===== src/rtl/wave_read_arbiter_pkg.sv =====
// Shared types for the wave BRAM read arbiter: requester ids, the read tag
// that travels alongside each BRAM access, and the saturating stat increment.
package wave_arb_pkg;

  localparam int STAT_WIDTH     = 16;
  localparam int OSC_SLOT_WIDTH = 8;

  typedef enum logic [1:0] {
    REQ_OSC = 2'd0,
    REQ_VIZ = 2'd1,
    REQ_DBG = 2'd2
  } req_id_t;

  typedef struct packed {
    logic                      valid;
    req_id_t                   id;
    logic [OSC_SLOT_WIDTH-1:0] slot;
    logic                      zero_flag;
  } rd_tag_t;

  function automatic logic [STAT_WIDTH-1:0] sat_inc(input logic [STAT_WIDTH-1:0] v);
    return (v == {STAT_WIDTH{1'b1}}) ? v : v + STAT_WIDTH'(1);
  endfunction

endpackage


===== src/rtl/wave_read_arbiter_if.sv =====
// Read-side bus of the wave sample BRAM; the arbiter is the master.
interface wave_read_arbiter_if #(
  parameter int SAMPLE_WIDTH = 16,
  parameter int WW_WIDTH     = 15
);
  logic                    en;
  logic [WW_WIDTH-1:0]     addr;
  logic [SAMPLE_WIDTH-1:0] data;

  modport master (output en, output addr, input data);
  modport slave  (input en, input addr, output data);
endinterface


===== src/rtl/wave_read_arbiter_rd_tag_pipe.sv =====
// Fixed-depth shift register of read tags, aligning each tag with the BRAM
// data it describes; a synchronous flush drops everything in flight.
module rd_tag_pipe
  import wave_arb_pkg::*;
#(
  parameter int DEPTH = 3
) (
  input  logic    clk_i,
  input  logic    flush_i,
  input  rd_tag_t tag_i,
  output rd_tag_t tag_o
);

  rd_tag_t [DEPTH-1:0] pipe_q;
  rd_tag_t [DEPTH-1:0] pipe_d;

  always_comb begin
    pipe_d[0] = tag_i;
    for (int i = 1; i < DEPTH; i++) begin
      pipe_d[i] = pipe_q[i-1];
    end
  end

  always_ff @(posedge clk_i) begin
    if (flush_i) begin
      pipe_q <= '0;
    end else begin
      pipe_q <= pipe_d;
    end
  end

  assign tag_o = pipe_q[DEPTH-1];

endmodule


===== src/rtl/wave_read_arbiter.sv =====
// Time-slotted arbiter for the wave BRAM read port: fixed oscillator slots plus
// one round-robin viz/debug slot. Optional stat counters under ARB_STATS_EN.
module wave_read_arbiter
  import wave_arb_pkg::*;
#(
  parameter int NUM_OSCILLATORS = 4,
  parameter int SAMPLE_WIDTH    = 16,
  parameter int WW_WIDTH        = 15,
  parameter int BRAM_LATENCY    = 2
) (
  input  logic                                        clk_in,
  input  logic                                        rst_in,
  input  logic [WW_WIDTH-1:0]                         wave_width_in,
  input  logic                                        load_busy_in,
  input  logic [NUM_OSCILLATORS-1:0][WW_WIDTH-1:0]    osc_index_in,
  output logic [NUM_OSCILLATORS-1:0][SAMPLE_WIDTH-1:0] osc_sample_out,
  input  logic                                        viz_req_in,
  input  logic [WW_WIDTH-1:0]                         viz_index_in,
  output logic [SAMPLE_WIDTH-1:0]                     viz_sample_out,
  output logic                                        viz_valid_out,
  input  logic                                        dbg_req_in,
  input  logic [WW_WIDTH-1:0]                         dbg_index_in,
  output logic [SAMPLE_WIDTH-1:0]                     dbg_sample_out,
  output logic                                        dbg_valid_out,
`ifdef ARB_STATS_EN
  output logic [STAT_WIDTH-1:0]                       stat_viz_grants_out,
  output logic [STAT_WIDTH-1:0]                       stat_dbg_grants_out,
  output logic [STAT_WIDTH-1:0]                       stat_stall_slots_out,
`endif
  wave_read_arbiter_if.master                         bram
);

  localparam int SLOT_W = $clog2(NUM_OSCILLATORS + 1);
  localparam logic [SLOT_W-1:0] AUX_SLOT = SLOT_W'(NUM_OSCILLATORS);

  logic [SLOT_W-1:0]   slot_q, slot_d;
  logic                viz_pend_q, viz_pend_d, dbg_pend_q, dbg_pend_d, rr_q, rr_d;
  logic [WW_WIDTH-1:0] viz_idx_q, viz_idx_d, dbg_idx_q, dbg_idx_d;
  logic                bram_en_q, bram_en_d;
  logic [WW_WIDTH-1:0] bram_addr_q, bram_addr_d;
  logic [NUM_OSCILLATORS-1:0][SAMPLE_WIDTH-1:0] osc_sample_q, osc_sample_d;
  logic [SAMPLE_WIDTH-1:0] viz_sample_q, viz_sample_d, dbg_sample_q, dbg_sample_d;
  logic                viz_valid_q, viz_valid_d, dbg_valid_q, dbg_valid_d;

  logic [WW_WIDTH-1:0]     sel_idx_s, issue_idx_s;
  logic                    issue_s, in_range_s, grant_viz_s, grant_dbg_s;
  req_id_t                 issue_id_s;
  rd_tag_t                 tag_in_s, tag_out_s;
  logic [SAMPLE_WIDTH-1:0] del_data_s;

  always_comb begin
    slot_d    = (slot_q == AUX_SLOT) ? '0 : slot_q + SLOT_W'(1);
    sel_idx_s = '0;
    for (int k = 0; k < NUM_OSCILLATORS; k++) begin
      sel_idx_s = (slot_q == SLOT_W'(k)) ? osc_index_in[k] : sel_idx_s;
    end
  end

  // Busy slots are simply lost: aux pending state and rr pointer are untouched.
  always_comb begin
    rr_d        = rr_q;
    grant_viz_s = 1'b0;
    grant_dbg_s = 1'b0;
    issue_s     = 1'b0;
    issue_id_s  = REQ_OSC;
    issue_idx_s = '0;
    if (load_busy_in) begin
      issue_s = 1'b0;
    end else if (slot_q != AUX_SLOT) begin
      issue_s     = 1'b1;
      issue_idx_s = sel_idx_s;
    end else if (viz_pend_q && (!dbg_pend_q || !rr_q)) begin
      grant_viz_s = 1'b1;
      issue_s     = 1'b1;
      issue_id_s  = REQ_VIZ;
      issue_idx_s = viz_idx_q;
      rr_d        = dbg_pend_q ? 1'b1 : rr_q;
    end else if (dbg_pend_q) begin
      grant_dbg_s = 1'b1;
      issue_s     = 1'b1;
      issue_id_s  = REQ_DBG;
      issue_idx_s = dbg_idx_q;
      rr_d        = viz_pend_q ? 1'b0 : rr_q;
    end else begin
      issue_s = 1'b0;
    end
  end

  // A fresh request in the grant cycle re-arms pending with its new index.
  always_comb begin
    viz_pend_d = viz_req_in | (viz_pend_q & ~grant_viz_s);
    viz_idx_d  = viz_req_in ? viz_index_in : viz_idx_q;
    dbg_pend_d = dbg_req_in | (dbg_pend_q & ~grant_dbg_s);
    dbg_idx_d  = dbg_req_in ? dbg_index_in : dbg_idx_q;
    in_range_s = issue_idx_s < wave_width_in;
    bram_en_d  = issue_s & in_range_s;
    bram_addr_d = bram_en_d ? issue_idx_s : bram_addr_q;
    tag_in_s.valid     = issue_s;
    tag_in_s.id        = issue_id_s;
    tag_in_s.slot      = OSC_SLOT_WIDTH'(slot_q);
    tag_in_s.zero_flag = ~in_range_s;
  end

  rd_tag_pipe #(.DEPTH(BRAM_LATENCY + 1)) u_tag_pipe (
    .clk_i   (clk_in),
    .flush_i (rst_in),
    .tag_i   (tag_in_s),
    .tag_o   (tag_out_s)
  );

  always_comb begin
    del_data_s   = tag_out_s.zero_flag ? '0 : bram.data;
    osc_sample_d = osc_sample_q;
    viz_sample_d = viz_sample_q;
    dbg_sample_d = dbg_sample_q;
    viz_valid_d  = 1'b0;
    dbg_valid_d  = 1'b0;
    if (tag_out_s.valid) begin
      case (tag_out_s.id)
        REQ_OSC: begin
          for (int k = 0; k < NUM_OSCILLATORS; k++) begin
            osc_sample_d[k] = (tag_out_s.slot == OSC_SLOT_WIDTH'(k)) ? del_data_s : osc_sample_q[k];
          end
        end
        REQ_VIZ: begin
          viz_sample_d = del_data_s;
          viz_valid_d  = 1'b1;
        end
        REQ_DBG: begin
          dbg_sample_d = del_data_s;
          dbg_valid_d  = 1'b1;
        end
        default: begin
          viz_valid_d = 1'b0;
        end
      endcase
    end else begin
      viz_valid_d = 1'b0;
    end
  end

  always_ff @(posedge clk_in) begin
    if (rst_in) begin
      slot_q       <= '0;
      viz_pend_q   <= 1'b0;
      dbg_pend_q   <= 1'b0;
      rr_q         <= 1'b0;
      viz_idx_q    <= '0;
      dbg_idx_q    <= '0;
      bram_en_q    <= 1'b0;
      bram_addr_q  <= '0;
      osc_sample_q <= '0;
      viz_sample_q <= '0;
      dbg_sample_q <= '0;
      viz_valid_q  <= 1'b0;
      dbg_valid_q  <= 1'b0;
    end else begin
      slot_q       <= slot_d;
      viz_pend_q   <= viz_pend_d;
      dbg_pend_q   <= dbg_pend_d;
      rr_q         <= rr_d;
      viz_idx_q    <= viz_idx_d;
      dbg_idx_q    <= dbg_idx_d;
      bram_en_q    <= bram_en_d;
      bram_addr_q  <= bram_addr_d;
      osc_sample_q <= osc_sample_d;
      viz_sample_q <= viz_sample_d;
      dbg_sample_q <= dbg_sample_d;
      viz_valid_q  <= viz_valid_d;
      dbg_valid_q  <= dbg_valid_d;
    end
  end

  assign bram.en        = bram_en_q;
  assign bram.addr      = bram_addr_q;
  assign osc_sample_out = osc_sample_q;
  assign viz_sample_out = viz_sample_q;
  assign viz_valid_out  = viz_valid_q;
  assign dbg_sample_out = dbg_sample_q;
  assign dbg_valid_out  = dbg_valid_q;

`ifdef ARB_STATS_EN
  logic [STAT_WIDTH-1:0] stat_viz_q, stat_dbg_q, stat_stall_q;

  always_ff @(posedge clk_in) begin
    if (rst_in) begin
      stat_viz_q   <= '0;
      stat_dbg_q   <= '0;
      stat_stall_q <= '0;
    end else begin
      stat_viz_q   <= grant_viz_s  ? sat_inc(stat_viz_q)   : stat_viz_q;
      stat_dbg_q   <= grant_dbg_s  ? sat_inc(stat_dbg_q)   : stat_dbg_q;
      stat_stall_q <= load_busy_in ? sat_inc(stat_stall_q) : stat_stall_q;
    end
  end

  assign stat_viz_grants_out  = stat_viz_q;
  assign stat_dbg_grants_out  = stat_dbg_q;
  assign stat_stall_slots_out = stat_stall_q;
`endif

endmodule


===== src/flat_wrapper.sv =====
// flat-port wrapper written by rule: the top's interface ports become plain ports
module wave_read_arbiter_flat import wave_arb_pkg::*;
#(
  parameter int NUM_OSCILLATORS = 4,
  parameter int SAMPLE_WIDTH    = 16,
  parameter int WW_WIDTH        = 15,
  parameter int BRAM_LATENCY    = 2
)
  (clk_in, rst_in, wave_width_in, load_busy_in, osc_index_in, osc_sample_out, viz_req_in, viz_index_in, viz_sample_out, viz_valid_out, dbg_req_in, dbg_index_in, dbg_sample_out, dbg_valid_out, bram_en, bram_addr, bram_data);
  wave_read_arbiter_if #(.SAMPLE_WIDTH(SAMPLE_WIDTH), .WW_WIDTH(WW_WIDTH)) bram_i ();
  input  logic clk_in;
  input  logic rst_in;
  input  logic [WW_WIDTH-1:0] wave_width_in;
  input  logic load_busy_in;
  input  logic [NUM_OSCILLATORS-1:0][WW_WIDTH-1:0] osc_index_in;
  output logic [NUM_OSCILLATORS-1:0][SAMPLE_WIDTH-1:0] osc_sample_out;
  input  logic viz_req_in;
  input  logic [WW_WIDTH-1:0] viz_index_in;
  output logic [SAMPLE_WIDTH-1:0] viz_sample_out;
  output logic viz_valid_out;
  input  logic dbg_req_in;
  input  logic [WW_WIDTH-1:0] dbg_index_in;
  output logic [SAMPLE_WIDTH-1:0] dbg_sample_out;
  output logic dbg_valid_out;
  output wire logic [$bits(bram_i.en)-1:0] bram_en;
  output wire logic [$bits(bram_i.addr)-1:0] bram_addr;
  input wire logic [$bits(bram_i.data)-1:0] bram_data;
  assign bram_en = bram_i.en;
  assign bram_addr = bram_i.addr;
  assign bram_i.data = bram_data;
  wave_read_arbiter #(.NUM_OSCILLATORS(NUM_OSCILLATORS), .SAMPLE_WIDTH(SAMPLE_WIDTH), .WW_WIDTH(WW_WIDTH), .BRAM_LATENCY(BRAM_LATENCY)) u_core (.clk_in(clk_in), .rst_in(rst_in), .wave_width_in(wave_width_in), .load_busy_in(load_busy_in), .osc_index_in(osc_index_in), .osc_sample_out(osc_sample_out), .viz_req_in(viz_req_in), .viz_index_in(viz_index_in), .viz_sample_out(viz_sample_out), .viz_valid_out(viz_valid_out), .dbg_req_in(dbg_req_in), .dbg_index_in(dbg_index_in), .dbg_sample_out(dbg_sample_out), .dbg_valid_out(dbg_valid_out), .bram(bram_i));
endmodule

===== config.mk =====
export PLATFORM = sky130hd
export DESIGN_NAME = wave_read_arbiter_flat
export DESIGN_NICKNAME = d
export VERILOG_FILES = /design/src/rtl/wave_read_arbiter_pkg.sv /design/src/rtl/wave_read_arbiter_if.sv /design/src/rtl/wave_read_arbiter_rd_tag_pipe.sv /design/src/rtl/wave_read_arbiter.sv /design/src/flat_wrapper.sv
export SDC_FILE = /design/constraint.sdc
export NUM_CORES = 1
export LEC_CHECK = 0
export CORE_MARGIN = 4
export CORE_UTILIZATION = 50
export CTS_BUF_LIST = sky130_fd_sc_hd__clkbuf_16
export DETAILED_ROUTE_END_ITERATION = 8
export DONT_BUFFER_PORTS = 1
export PLACE_DENSITY = 0.68
export SLEW_MARGIN = 20
export SYNTH_ARGS = -nofsm -noshare
export SYNTH_HDL_FRONTEND = slang
export SYNTH_SLANG_ARGS = --single-unit

===== constraint.sdc =====
create_clock -name clk_in -period 4.85 [get_ports clk_in]
set_input_delay 0.97 -clock clk_in [delete_from_list [all_inputs] [get_ports clk_in]]
set_output_delay 0.97 -clock clk_in [all_outputs]
set_load 0.01 [all_outputs]

==> out/qor.csv <==
metric,value,unit
drt drc,0,
vias per inst,5.54,
most frequent cells in the layout,"182 x nand2_1, 171 x dfxtp_1, 98 x a21oi_1",
P_leak,3.18,nW
antenna cell count,0,
# H-tree levels,4,
WP data arrival,4.28,ns
Area Growth Syn to Fin,7.24,%
met2 routed WL,8860,µm
Num Clock Sinks,171,
Critical Path End Type,flop,
"most common cell after layout, fill and taps aside",nand2_1,
Slew headroom,0.362,
post-synthesis sequential area ratio,0.447,
metal3 WL,1490,µm
core area,14800,µm²
largest net degree at the start of global routing,187,
Slew @ Worst Pin,0.958,ns
global-route wire length before repair,30700,µm
Worst Path Required,5.13,ns
total congestion overflow,0,
CTS max path bufs,2,
RSZ-0062 raised after global routing,false,
status,finished clean,
Hold Path Class,reg -> reg,
DR iter-0 viols,386,
Final setup viols,0,
pwr dens,394,nW/µm²
area share of the largest cell type after synthesis,0.447,
#FFs+latches synth,171,
Syn Inst Count,904,
Die Height,132,µm
Max Freq,0.250,GHz
Netlist Area Pre-Place,7650,µm²
WS Path Type,reg -> reg,
final hold vios,0,
Synthesis Warnings,0,
antenna violations before repair,0,
Post-Syn Nets,1049,
IO Count,240,
startpoint types,flop,
CTS Hold Bufs,0,
fin crit period,4.00,ns
routed vias,5840,
fin crit share,0.825,
post-synthesis async set-or-reset flop share,0,
WL final,19800,µm
Initial DRT Pass Iterations,5,
Top Metal Used,met4,
gp weighted congestion,0.864,
CTS buffer count,17,
vias in the first global route,5282,
"Clk pin slew, worst setup/hold paths",0.06,ns
Synth area leader,dfxtp_1,
CP Max Fanout,32,
most used flip-flop cell after synthesis,dfxtp_1,
maxcap violations,0,
clock skew,0.0118,ns
Metal-1 WL,9240,µm
average size of a mapped cell,8.47,µm²
post-route ant nets,0,
Setup TNS Final,0,ns
dominant cells by area after synthesis,"dfxtp_1 45%, nand2_1 8.9%, mux2i_1 8.1%, a21oi_1 6.4%, nor2b_1 4.0%",
worst skew pair latency,0.42,ns
Post-Route Utilization,0.556,
die area,17400,µm²
die extent in x,132,µm
PortBufs,0,
CTS tree,yes,
number of synthesized flops with an enable pin,0,
Nets,1004,
Initial Utilization,0.519,
Cell Rows,44,
DR WL/cell,18.8,µm
Max Slew Vio Count,0,
post-CTS setup buffers,0,
DP Wirelength,13900,µm
PostCTS Resize Cnt,0,
Clk Tree Root Cell,clkbuf_16,
Netlist cell types,49,
Peak VDD IR,0.000242,V
GR Util All Layers,0.220,
layout cells sized above 1,0.0746,
[state kept, by name, indices dropped and copies added (netlist names), 3 cells and up]
name / count
u_core.dbg_idx_q: 15
u_core.viz_sample_out: 16
u_core.slot_q: 3
u_core.bram.addr: 15
u_core.osc_sample_out: 64
u_core.u_tag_pipe.tag_o: 7
u_core.dbg_sample_out: 16
u_core.u_tag_pipe.pipe_d: 14
u_core.viz_idx_q: 15
[cell type report]
type | count | area (µm²)
inverter | 21 | 78.8
tap | 184 | 230
clock buffer | 17 | 425
fill | 1380 | 6550
timing repair buffer | 6 | 52.6
sequential | 171 | 3420
multi-input combinational | 642 | 3810
clock inverter | 14 | 183
[where the power goes]
group,internal [mW],switching [mW],leakage (nW)
sequential,1.44,0.0323,1.39
combinational,0.143,0.220,1.50
clock,0.820,0.576,0.292
[cells by family after synthesis]
kind of cell,share of synthesized area
XOR/XNOR,0.00114
flip-flops,0.447
buffers and inverters,0.0572
AND/OR/NAND/NOR,0.226
multiplexers,0.0811
AO/OA/AOI/OAI,0.157
adder cells (fa/ha/maj),0.0311
[metrics by stage]
| stage | hold WS [ns] | setup slack [ns] | std cells | area (µm²) | total power [mW] |
|---|---|---|---|---|---|
| after floorplan | 0.414 | 1.71 | 904 | 7650 | 1.82 |
| after global placement | 0.425 | 1.08 | 1023 | 7570 | 1.86 |
| after detailed placement | 0.426 | 0.887 | 1023 | 7570 | 1.86 |
| after CTS | 0.440 | 0.861 | 1054 | 8180 | 3.26 |
| after global routing | 0.450 | 0.477 | 1055 | 8210 | 3.39 |
| final | 0.438 | 0.847 | 1055 | 8210 | 3.24 |
[Yosys cell counts, types with 16 or more instances]
master / instances
a21oi_1: 98
buf_2: 19
clkbuf_1: 32
dfxtp_1: 171
ha_1: 19
inv_1: 21
mux2i_1: 62
nand2_1: 182
nand2b_1: 26
nand3_1: 16
nor2_1: 79
nor2b_1: 49
o21ai_0: 23
o21ai_1: 20
[worst max-delay path, cell delays in order (launching register included)]
cell and delay [ns]:
dfxtp_1 0.34, ha_1 0.23, ha_1 0.43, nor2_2 0.51, nand3_1 0.16, a221oi_1 0.47
ha_1 0.33, a211oi_1 0.25, nor2_1 0.08, a211oi_1 0.36, o21ai_4 0.30, nor4_1 0.41
[per-layer routing]
metal  track usage  up-vias
met1         0.308     2722
met3        0.0772       20
li1              -     2923
met2         0.323      175
met4        0.0613        0
met5             0        -
[path summary, 6_finish.rpt]
path                                     start  cells after the start                         end  slack, ns
setup / recovery              u_core.slot_q[0]                     11              u_core.bram.en       0.85
setup reg to reg              u_core.slot_q[0]                     11              u_core.bram.en       0.85
hold reg to reg   u_core.u_tag_pipe.pipe_d[27]                      1  u_core.u_tag_pipe.tag_o[3]       0.44
hold / removal    u_core.u_tag_pipe.pipe_d[27]                      1  u_core.u_tag_pipe.tag_o[3]       0.44
No activity file was read; power rests on OpenSTA's default activity.
